### src/rtl/mem_arb_pkg.sv
// rtl/mem_arb_pkg.sv - shared constants and response-state type for mem_arbiter
package mem_arb_pkg;

    localparam int unsigned DEF_ADDR_W     = 32;
    localparam int unsigned DEF_DATA_W     = 32;
    localparam int unsigned DEF_STARVE_MAX = 4;

    // Bit positions inside the one-hot grant vector
    localparam int unsigned GNT_I = 0;
    localparam int unsigned GNT_D = 1;

    typedef enum logic [1:0] {
        ST_IDLE   = 2'd0,
        ST_RESP_I = 2'd1,
        ST_RESP_D = 2'd2
    } resp_state_e;

endpackage

### src/rtl/mem_arb_prio.sv
// rtl/mem_arb_prio.sv - one-hot grant decision between fetch and data requests
// MEM_ARB_RR_EN: conflicts resolved by last-winner bit instead of starvation count
module mem_arb_prio
    import mem_arb_pkg::*;
#(
    parameter int unsigned STARVE_MAX = DEF_STARVE_MAX,
    parameter int unsigned CNT_W      = $clog2(STARVE_MAX + 1)
) (
    input  logic             i_req_i,
    input  logic             d_req_i,
`ifdef MEM_ARB_RR_EN
    input  logic             last_d_i,
`else
    input  logic [CNT_W-1:0] starve_cnt_i,
`endif
    output logic [1:0]       gnt_o
);

`ifndef MEM_ARB_RR_EN
    localparam logic [CNT_W-1:0] STARVE_LIM = CNT_W'(STARVE_MAX);
`endif

    logic fetch_first;

    always_comb begin
`ifdef MEM_ARB_RR_EN
        fetch_first = last_d_i;
`else
        fetch_first = (starve_cnt_i == STARVE_LIM);
`endif
        gnt_o = 2'b00;
        if (i_req_i && d_req_i) begin
            if (fetch_first) begin
                gnt_o[GNT_I] = 1'b1;
            end else begin
                gnt_o[GNT_D] = 1'b1;
            end
        end else if (i_req_i) begin
            gnt_o[GNT_I] = 1'b1;
        end else if (d_req_i) begin
            gnt_o[GNT_D] = 1'b1;
        end
    end

endmodule

### src/rtl/mem_arbiter.sv
// rtl/mem_arbiter.sv - fetch/data single-port memory arbiter with 1-cycle read response
// MEM_ARB_RR_EN: round-robin conflict resolution replaces the starvation counter
module mem_arbiter
    import mem_arb_pkg::*;
#(
    parameter int unsigned ADDR_W     = DEF_ADDR_W,
    parameter int unsigned DATA_W     = DEF_DATA_W,
    parameter int unsigned STARVE_MAX = DEF_STARVE_MAX
) (
    input  logic                clk,
    input  logic                rst,
    input  logic                i_req,
    input  logic [ADDR_W-1:0]   i_addr,
    output logic                i_gnt,
    output logic                i_rvalid,
    output logic [DATA_W-1:0]   i_rdata,
    input  logic                d_req,
    input  logic                d_we,
    input  logic [ADDR_W-1:0]   d_addr,
    input  logic [DATA_W-1:0]   d_wdata,
    input  logic [DATA_W/8-1:0] d_be,
    output logic                d_gnt,
    output logic                d_rvalid,
    output logic [DATA_W-1:0]   d_rdata,
    output logic                m_req,
    output logic                m_we,
    output logic [ADDR_W-3:0]   m_addr,
    output logic [DATA_W-1:0]   m_wdata,
    output logic [DATA_W/8-1:0] m_be,
    input  logic [DATA_W-1:0]   m_rdata
);

    localparam int unsigned CNT_W = $clog2(STARVE_MAX + 1);

    resp_state_e state_q, state_d;
    logic        i_rvalid_q, d_rvalid_q;
    logic [1:0]  gnt;
    logic [3:0]  unused_addr_bits;

    assign unused_addr_bits = {i_addr[1:0], d_addr[1:0]};

`ifdef MEM_ARB_RR_EN
    logic last_d_q;

    mem_arb_prio #(.STARVE_MAX(STARVE_MAX), .CNT_W(CNT_W)) u_prio (
        .i_req_i  (i_req),
        .d_req_i  (d_req),
        .last_d_i (last_d_q),
        .gnt_o    (gnt)
    );

    // Only contested cycles move the winner bit, so conflicts strictly alternate
    always_ff @(posedge clk or posedge rst) begin
        if (rst) begin
            last_d_q <= 1'b1;
        end else if (i_req && d_req) begin
            last_d_q <= d_gnt;
        end
    end
`else
    localparam logic [CNT_W-1:0] STARVE_LIM = CNT_W'(STARVE_MAX);

    logic [CNT_W-1:0] starve_q;

    mem_arb_prio #(.STARVE_MAX(STARVE_MAX), .CNT_W(CNT_W)) u_prio (
        .i_req_i      (i_req),
        .d_req_i      (d_req),
        .starve_cnt_i (starve_q),
        .gnt_o        (gnt)
    );

    always_ff @(posedge clk or posedge rst) begin
        if (rst) begin
            starve_q <= '0;
        end else if (i_req && !i_gnt) begin
            if (starve_q != STARVE_LIM) begin
                starve_q <= starve_q + 1'b1;
            end
        end else begin
            starve_q <= '0;
        end
    end
`endif

    // Grants are forced low while reset is held so nothing reaches memory
    assign i_gnt = gnt[GNT_I] & ~rst;
    assign d_gnt = gnt[GNT_D] & ~rst;
    assign m_req = i_gnt | d_gnt;

    always_comb begin
        m_we    = 1'b0;
        m_addr  = '0;
        m_wdata = '0;
        m_be    = '0;
        if (i_gnt) begin
            m_addr = i_addr[ADDR_W-1:2];
            m_be   = '1;
        end else if (d_gnt) begin
            m_we    = d_we;
            m_addr  = d_addr[ADDR_W-1:2];
            m_wdata = d_wdata;
            m_be    = d_be;
        end
    end

    always_comb begin
        state_d = ST_IDLE;
        if (i_gnt) begin
            state_d = ST_RESP_I;
        end else if (d_gnt && !d_we) begin
            state_d = ST_RESP_D;
        end
    end

    always_ff @(posedge clk or posedge rst) begin
        if (rst) begin
            state_q    <= ST_IDLE;
            i_rvalid_q <= 1'b0;
            d_rvalid_q <= 1'b0;
        end else begin
            state_q    <= state_d;
            i_rvalid_q <= (state_d == ST_RESP_I);
            d_rvalid_q <= (state_d == ST_RESP_D);
        end
    end

    assign i_rvalid = i_rvalid_q;
    assign d_rvalid = d_rvalid_q;
    assign i_rdata  = m_rdata;
    assign d_rdata  = m_rdata;

endmodule

### config.mk
export PLATFORM = sky130hd
export DESIGN_NAME = mem_arbiter
export DESIGN_NICKNAME = d
export VERILOG_FILES = /design/src/rtl/mem_arb_pkg.sv /design/src/rtl/mem_arb_prio.sv /design/src/rtl/mem_arbiter.sv
export SDC_FILE = /design/constraint.sdc
export NUM_CORES = 1
export LEC_CHECK = 0
export CAP_MARGIN = 5
export CORE_AREA = 2 2 107 109
export CTS_CLUSTER_DIAMETER = 200
export CTS_CLUSTER_SIZE = 12
export DETAILED_ROUTE_END_ITERATION = 8
export DIE_AREA = 0 0 109 111
export PLACE_DENSITY_LB_ADDON = 0.12
export SYNTH_ARGS = -nofsm -noshare
export SYNTH_HDL_FRONTEND = slang
export SYNTH_SLANG_ARGS = --single-unit
### constraint.sdc
create_clock -name clk -period 1.8 [get_ports clk]
set_input_delay 0.27 -clock clk [delete_from_list [all_inputs] [get_ports clk]]
set_output_delay 0.27 -clock clk [all_outputs]
set_load 0.02 [all_outputs]
==> results of run 1 <==
## sequential cells by signal, indices dropped and copies added, names as in the netlist
| register | cells |
|---|---|
| starve_q | 3 |
| d_rvalid | 1 |
| i_rvalid | 1 |
## cell usage after synthesis, drive strengths merged
cell type   n  area, um2
mux2        1       11.3
a22o       30        263
o221ai      1       8.76
inv         3       11.3
a21o        1       7.51
nand3       2       10.0
a21oi       4       20.0
ha          2       25.0
clkbuf      5       20.0
a21bo       1       10.0
o21ai       1       5.00
nor2        2       7.51
and3        2       17.5
and2       33        206
o22ai       2       12.5
dfrtp       5        125
nand2       9       33.8
buf        72        546
nor2b       1       6.26
## kinds of logic (layout without fill, tap and decap cells)
family / count (synthesis) / count (layout) / synth area share
adder cells (fa/ha/maj): 2 / 2 / 0.0186
buffers and inverters: 80 / 200 / 0.428
flip-flops: 5 / 5 / 0.0929
multiplexers: 1 / 1 / 0.00836
AO/OA/AOI/OAI: 40 / 40 / 0.243
AND/OR/NAND/NOR: 49 / 49 / 0.209
## repair_timing
| item | 4_1_cts | 5_1_grt |
|---|---|---|
| pin swaps | 7 | 10 |
| buffers inserted | 3 | 2 |
| endpoints found under the setup margin | 70 | 69 |
| gates resized for setup | 343 | 52 |
| gates cloned | 6 | 0 |
## worst max-delay path, stage by stage, from the launching register on
cell,delay (ns)
sky130_fd_sc_hd__dfrtp_1,0.35
sky130_fd_sc_hd__inv_2,0.06
sky130_fd_sc_hd__ha_4,0.16
sky130_fd_sc_hd__a21bo_1,0.21
sky130_fd_sc_hd__and3_4,0.21
sky130_fd_sc_hd__buf_12,0.15
sky130_fd_sc_hd__a22o_1,0.24
sky130_fd_sc_hd__buf_2,0.16
## final cells by class
type	instances	area [um2]
clock buffer	3	75.1
multi-input combinational	92	805
tap	143	179
fill	1178	7910
clock inverter	1	5.00
sequential	5	125
timing repair buffer	193	1960
inverter	3	11.3
## power groups by stage
stage               logic [uW]  registers, uW  clock network [uW]
finish                     741            123                 362
global route               789            123                 384
CTS                        726            123                 371
detailed placement         680            123                   0
global placement           683            123                   0
floorplan                  459            126                   0
## worst max-delay path by stage
stage	start	to	slack, ns	cells after the start
floorplan	starve_q[0]$_DFFE_PP0P_	m_addr[21]	0.01	7
global placement	d_req	m_addr[29]	-0.67	6
detailed placement	d_req	m_addr[29]	-0.69	6
CTS	starve_q[0]$_DFFE_PP0P_	m_addr[2]	-0.25	7
global route	starve_q[0]$_DFFE_PP0P_	m_addr[14]	-0.29	7
finish	starve_q[0]$_DFFE_PP0P_	m_addr[14]	-0.24	7
## routing by layer
metal / track usage / vias up / share of wire
li1: - / 780 / -
met1: 0.0967 / 728 / 0.33
met2: 0.186 / 133 / 0.53
met3: 0.0282 / 16 / 0.12
met4: 0.0291 / 0 / 0.021
met5: 0 / - / 0
## per-stage QoR
stage / util / area (um2) / hold WS (ns)
detailed placement: 0.261 / 2890 / 0.540
global route: 0.286 / 3160 / 0.463
global placement: 0.261 / 2890 / 0.540
CTS: 0.277 / 3070 / 0.412
finish: 0.286 / 3160 / 0.414
floorplan: - / 1420 / 0.222
## layout by cell type (no fill, tap or decap), drive strengths merged
| master | synthesis | routed |
|---|---|---|
| clkdlybuf4s50 | 0 | 100 |
| buf | 72 | 87 |
| and2 | 33 | 33 |
| a22o | 30 | 30 |
| nand2 | 9 | 9 |
| clkbuf | 5 | 6 |
| dfrtp | 5 | 5 |
| a21oi | 4 | 4 |
| dlygate4sd2 | 0 | 3 |
| inv | 3 | 3 |
| o22ai | 2 | 2 |
| and3 | 2 | 2 |
| nor2 | 2 | 2 |
| nand3 | 2 | 2 |
| ha | 2 | 2 |
| mux2 | 1 | 1 |
| o221ai | 1 | 1 |
| o21ai | 1 | 1 |
| a21bo | 1 | 1 |
| nor2b | 1 | 1 |
| a21o | 1 | 1 |
| clkinv | 0 | 1 |
==> run summary, run 1 <==
The static leakage came out at 0.00145 uW. Power density over the cells: 388 mW/mm2. The longest clock path from root to sink contains 2 buffers. The flow ran to the end, but the final reports show violations.

The number of setup violations in the final report came out at 64. The endpoint identified for the worst register-to-register timing path is d_rvalid$_DFF_PP0_. The share of cells above drive strength 1 came out at 0.458. Setup repair after global routing could not meet its margin everywhere. For the worst flop-to-flop path, the logic depth is 6. Once layout is complete, the cells apart from fillers number 440. The logs give 0.489 GHz for the fmax and -9.09 ns for the total negative setup slack. The number of search-and-repair iterations in the first detailed-routing pass was 4. The clock network latency to the later pin of the worst-skew pair was 0.23 ns. By startpoint and endpoint, the worst setup path is classified as register to output port. The tools report the maximum VDD drop as 0.406 mV. The post-layout minimum cycle time was 2.04 ns. The tools report the number of failing hold endpoints at the final stage as 0. The count of final max-slew check failures is 0.

STA puts the critical path data arrival time at 1.77 ns. The initial standard-cell utilization of the core was 0.122; the half-perimeter wire length after placement was 4.78 mm. The count of antenna-violating nets left after detailed routing came out at 0. The final weighted congestion in routability-driven placement is 0.683. The number of antenna violations at the first check in global routing was 0; the wire length of the first global-routing pass was 8.90 mm.

The logs give 427 for the post-placement cell count and 0.100 for the sequential cell fraction of total power. Clock-pin slew was measured on the worst setup and hold paths at 0.03 ns. The peak fanout along the critical path came out at 20. The deepest level of the CTS H-tree is 1, and the fraction of the yosys area taken by sequential cells is 0.0929.

The combinational power share was 0.604; the relative contribution of the clock network to total power was 0.296. The transition time at the pin with the least slew margin was 0.290 ns. Synthesis handed over a netlist of 177 instances. Using the TritonRoute via totals, the vias-per-cell ratio works out to 3.77.

The overall power was 1230 uW. For this run, the post-layout net count is 437. The register bit count reported by yosys works out to 5.

The global route total overflow was 0. Detailed routing inserted a total of 1657 vias. The final reports fail on setup timing. For this design, the sink count on the clock tree is 5.

The initialized floorplan defines 39 standard-cell rows. In this run the power spent charging and discharging nets is 361 uW. In this run the clock root is driven by a sky130_fd_sc_hd__clkbuf_16. The internal power component is 866 uW. The die covers 0.0121 mm2. The worst slew margin relative to its limit came out at 0.804. After detailed routing, the average wire length per cell comes to 14.6 um. Pin count of the biggest net entering global routing: 24.

TritonCTS built the clock tree. The max-capacitance violation count is 0. The worst flop-to-flop path startpoint was starve_q[0]$_DFFE_PP0P_. The minimum setup slack among reg-to-reg paths was 0.49 ns. The run gives 6.43 mm as the sum of routed wire length over all layers. The floorplan step defined a core boundary enclosing 0.0111 mm2. The worst setup path is captured at an output port.

For the net count of the mapped netlist, the log shows 316. The number of distinct library cells after synthesis was 23; the mean instance size in the synthesized netlist was 7.61 um2. The run gives 1586 as the via count of the first global-routing pass.

Buffers inserted during clock tree synthesis total 3. For this run, design rule violations remaining after detail routing come to 0. For the final database, setup skew stands at 0.00246 ns. The final worst-path cycle share is 1.14, and the final antenna diode count is 0. STA classifies the critical path startpoint as a register. The min-delay analysis places its worst path in the category primary input to async pin. In this run the horizontal extent of the chip is 109 um. The mapped netlist covers 0.00135 mm2. The required time at the worst-slack endpoint was 1.53 ns; the worst slack after detailed placement was -0.689 ns.

For the post-route worst setup slack, the log shows -0.244 ns. All-layer global routing usage: 0.0966. The area growth from synthesis to layout works out to 135%. In this run, the number of DRC markers left after iteration 0 of detailed routing was 45.

For this design, the CTS-stage hold fixing added 0 buffers. From bottom edge to top edge, the die measures 111 um. The run gives 0 as the synthesis warning total. The count of pins on the block boundary was 273. The fraction of power spent switching nets came out at 0.294.

The count of input and output buffers was 172.
No activity file was read; power rests on OpenSTA's default activity.
==> inputs of run 2 (changes only) <==
--- a/config.mk
+++ b/config.mk
@@ -7,11 +7,12 @@
 export LEC_CHECK = 0
 export CAP_MARGIN = 5
 export CORE_AREA = 2 2 107 109
-export CTS_CLUSTER_DIAMETER = 200
+export CTS_CLUSTER_DIAMETER = 40
 export CTS_CLUSTER_SIZE = 12
 export DETAILED_ROUTE_END_ITERATION = 8
 export DIE_AREA = 0 0 109 111
 export PLACE_DENSITY_LB_ADDON = 0.12
+export RECOVER_POWER = 25
 export SYNTH_ARGS = -nofsm -noshare
 export SYNTH_HDL_FRONTEND = slang
 export SYNTH_SLANG_ARGS = --single-unit
==> results of run 2 <==
The final DEF is identical to that of run 1; final timing and power are the same.
==> inputs of run 3 (changes only) <==
==> constraint.sdc (replaced) <==
create_clock -name clk -period 1.7 [get_ports clk]
set_input_delay 0.255 -clock clk [delete_from_list [all_inputs] [get_ports clk]]
set_output_delay 0.255 -clock clk [all_outputs]
set_load 0.02 [all_outputs]
==> run 3 against run 2 <==
  * The flow still finishes with violations (setup timing)
  * Setup slack worse by 0.043 ns
  * Utilization increased by 2.1 points
  * Register-to-register slack worse by 0.12 ns
  * Routed wire length increased by 6.1%
  * Hold slack gained 0.0092 ns
  * Die area did not move
  * Critical path type unchanged
  * Largest cell class unchanged
  * Largest power group unchanged
  * Highest routed layer unchanged
==> run summary, run 3 (same netlist as run 1, synthesis figures left out) <==
Static timing analysis puts the maximum clock frequency at 0.503 GHz. For the static leakage, the log shows 0.00157 uW (+7.9%). The site row count was 39 (unchanged); the all-layer global routing usage was 0.0965 (-0.000143).

The tools report the worst slack on hold paths as 0.423 ns (+0.00920 ns). The tools report the clock network latency to the later pin of the worst-skew pair as 0.23 ns (about the same). The number of antenna violations at the first check in global routing is 0 (unchanged), and the post-layout minimum cycle time is 1.99 ns.

In the layout the commonest cells are sky130_fd_sc_hd__clkdlybuf4s50_1 (101), sky130_fd_sc_hd__buf_6 (53), sky130_fd_sc_hd__a22o_4 (28). The maximum VDD drop is 0.221 mV (-46%), and the number of search-and-repair iterations in the first detailed-routing pass is 4 (unchanged). For the multi-input logic area, the log shows 966 um2 (+20%).

The checks that failed: setup timing. The run gives 0.710 (+4.0%) as the final weighted congestion in routability-driven placement. Category of the worst setup path launch point: a register. The total clock sinks was 5 (unchanged). By startpoint and endpoint, the worst setup path is classified as register to output port. The final antenna diode count is 0 (unchanged), and the pin count of the biggest net entering global routing is 23 (-4.2%). The area growth from synthesis to layout is 152%.

The count of input and output buffers came out at 172 (unchanged). The number of buffers created by CTS came out at 3 (unchanged). The logs give 0.307 (+0.0211) for the core utilization of the finished layout and 0 (unchanged) for the final routed DRC violation total. The chip height works out to 111 um (unchanged).

The tools report the count of pins on the block boundary as 273 (unchanged). TritonCTS built the clock tree. The number of fill cells in the layout is 1198 (+1.7%). The share of cells above drive strength 1 was 0.520 (+0.0621).

The tools report the footprint of the flip-flops and latches as 125 um2 (unchanged). Setup repair after global routing could not meet its margin everywhere. The final worst-path cycle share was 1.17; the critical path data arrival time was 1.73 ns (-0.04 ns).

The mean routed wirelength per cell was 15.4 um (+5.4%); the number of failing hold endpoints at the final stage was 0 (unchanged). Worst slew margin relative to its limit: 0.842 (+0.0371). The most common cell after layout, fill and taps aside was sky130_fd_sc_hd__clkdlybuf4s50_1. The number of setup violations in the final report is 66 (+3.1%). The type of the most critical hold path was primary input to async pin.

The tools report the overall power as 1360 uW (+11%). The largest buffer count on any clock path is 2 (unchanged). The logs give 0.122 (unchanged) for the initial standard-cell utilization of the core and 1.44 ns (-0.09 ns) for the required time at the worst-slack endpoint. The logs give 1 (unchanged) for the deepest level of the CTS H-tree and -0.287 ns (-0.0430 ns) for the post-route worst setup slack. The total negative setup slack was -13.33 ns (-4.25 ns); the max-capacitance violation count was 0 (unchanged). The number of design-rule violations left by the first detailed-router iteration was 69 (+53%).

The tree is rooted in a sky130_fd_sc_hd__clkbuf_16. The via count of the first global-routing pass was 1616 (+1.9%); the flip-flop count of the largest register, all copies and words added was 3 (unchanged). The logs give 5.34 mm (+12%) for the half-perimeter wire length after placement and 0.0111 mm2 (unchanged) for the floorplan core area.

STA classifies the critical path endpoint as an output port. The peak fanout along the critical path was 8 (-60%); the transition time at the pin with the least slew margin was 0.235 ns (-0.0551 ns). The wire length of the first global-routing pass came out at 9.07 mm (+1.9%). The run finished, with violations left. The total number of vias was 1671 (+0.84%); the sum of routed wire length over all layers was 6.83 mm (+6.1%).

The die boundary width was 109 um (unchanged); the worst slack after detailed placement was -0.699 ns (-0.00936 ns). The run gives 440 (+0.69%) as the post-layout net count. The register containing the most flip-flops in the final layout was starve_q. The total die area was 0.0121 mm2 (unchanged).

The count of antenna-violating nets left after detailed routing is 0 (unchanged), and the count of final max-slew check failures is 0 (unchanged). The clock-pin slew on the worst setup and hold paths is 0.03 ns (about the same), and the power density over the cells is 401 mW/mm2 (+3.5%). The via-per-instance ratio is 3.77 (+0.16%).

The global route total overflow is 0 (unchanged), and the final setup skew is 0.00164 ns (-0.000826 ns).
-- run 3: routing by layer --
metal	GRT usage	share of wire	vias to the layer above	wire length, um
met5	0	0	-	0
met4	0.0171	0.0060	0	41
met3	0.0341	0.12	10	834
met2	0.178	0.52	140	3580
met1	0.105	0.35	743	2370
li1	-	-	778	-
-- run 3: final timing paths --
check / from / to / slack, ns / depth (start not counted)
min in group clk: m_rdata[0] / i_rdata[0] / 0.51 / 0
worst min-delay path: rst / starve_q[2]$_DFFE_PP0P_ / 0.42 / 3
worst max-delay path: starve_q[0]$_DFFE_PP0P_ / m_addr[2] / -0.29 / 8
max in group asynchronous: rst / d_rvalid$_DFF_PP0_ / 1.17 / 3
worst max register to register: starve_q[0]$_DFFE_PP0P_ / starve_q[2]$_DFFE_PP0P_ / 0.37 / 6
worst min register to register: starve_q[0]$_DFFE_PP0P_ / starve_q[0]$_DFFE_PP0P_ / 0.58 / 3
-- run 3: worst max-delay path, stage by stage, from the launching register on --
cell	delay (ns)
sky130_fd_sc_hd__dfrtp_1	0.37
sky130_fd_sc_hd__inv_2	0.08
sky130_fd_sc_hd__ha_4	0.14
sky130_fd_sc_hd__nand3_2	0.07
sky130_fd_sc_hd__and3_4	0.22
sky130_fd_sc_hd__buf_12	0.14
sky130_fd_sc_hd__buf_16	0.14
sky130_fd_sc_hd__a22o_4	0.21
sky130_fd_sc_hd__buf_6	0.13
-- run 3: power by group --
part / internal, uW / switching (uW)
logic: 527 / 321
registers: 126 / 3.73
clock network: 311 / 74.8
total: 964 / 399
-- run 3: through the flow --
stage                     area, um2  cells
after floorplan                1650    177
after global placement         3130    430
after detailed placement       3130    430
after CTS                      3230    438
after global routing           3400    443
final                          3400    443
-- run 3: what timing repair did --
| action | in CTS | in global routing |
|---|---|---|
| buffers inserted | 2 | 1 |
| setup endpoints to repair | 70 | 68 |
| gates cloned | 2 | 4 |
| pin swaps | 6 | 4 |
| hold buffers | 0 | 0 |
| resized for setup | 373 | 26 |
-- run 3: final cells by class --
class	count	share of cell area
repair buffers	196	0.600
multi-input cells	92	0.284
well taps	143	0.0527
flip-flops and latches	5	0.0368
clock buffers	4	0.0232
inverters	3	0.00331
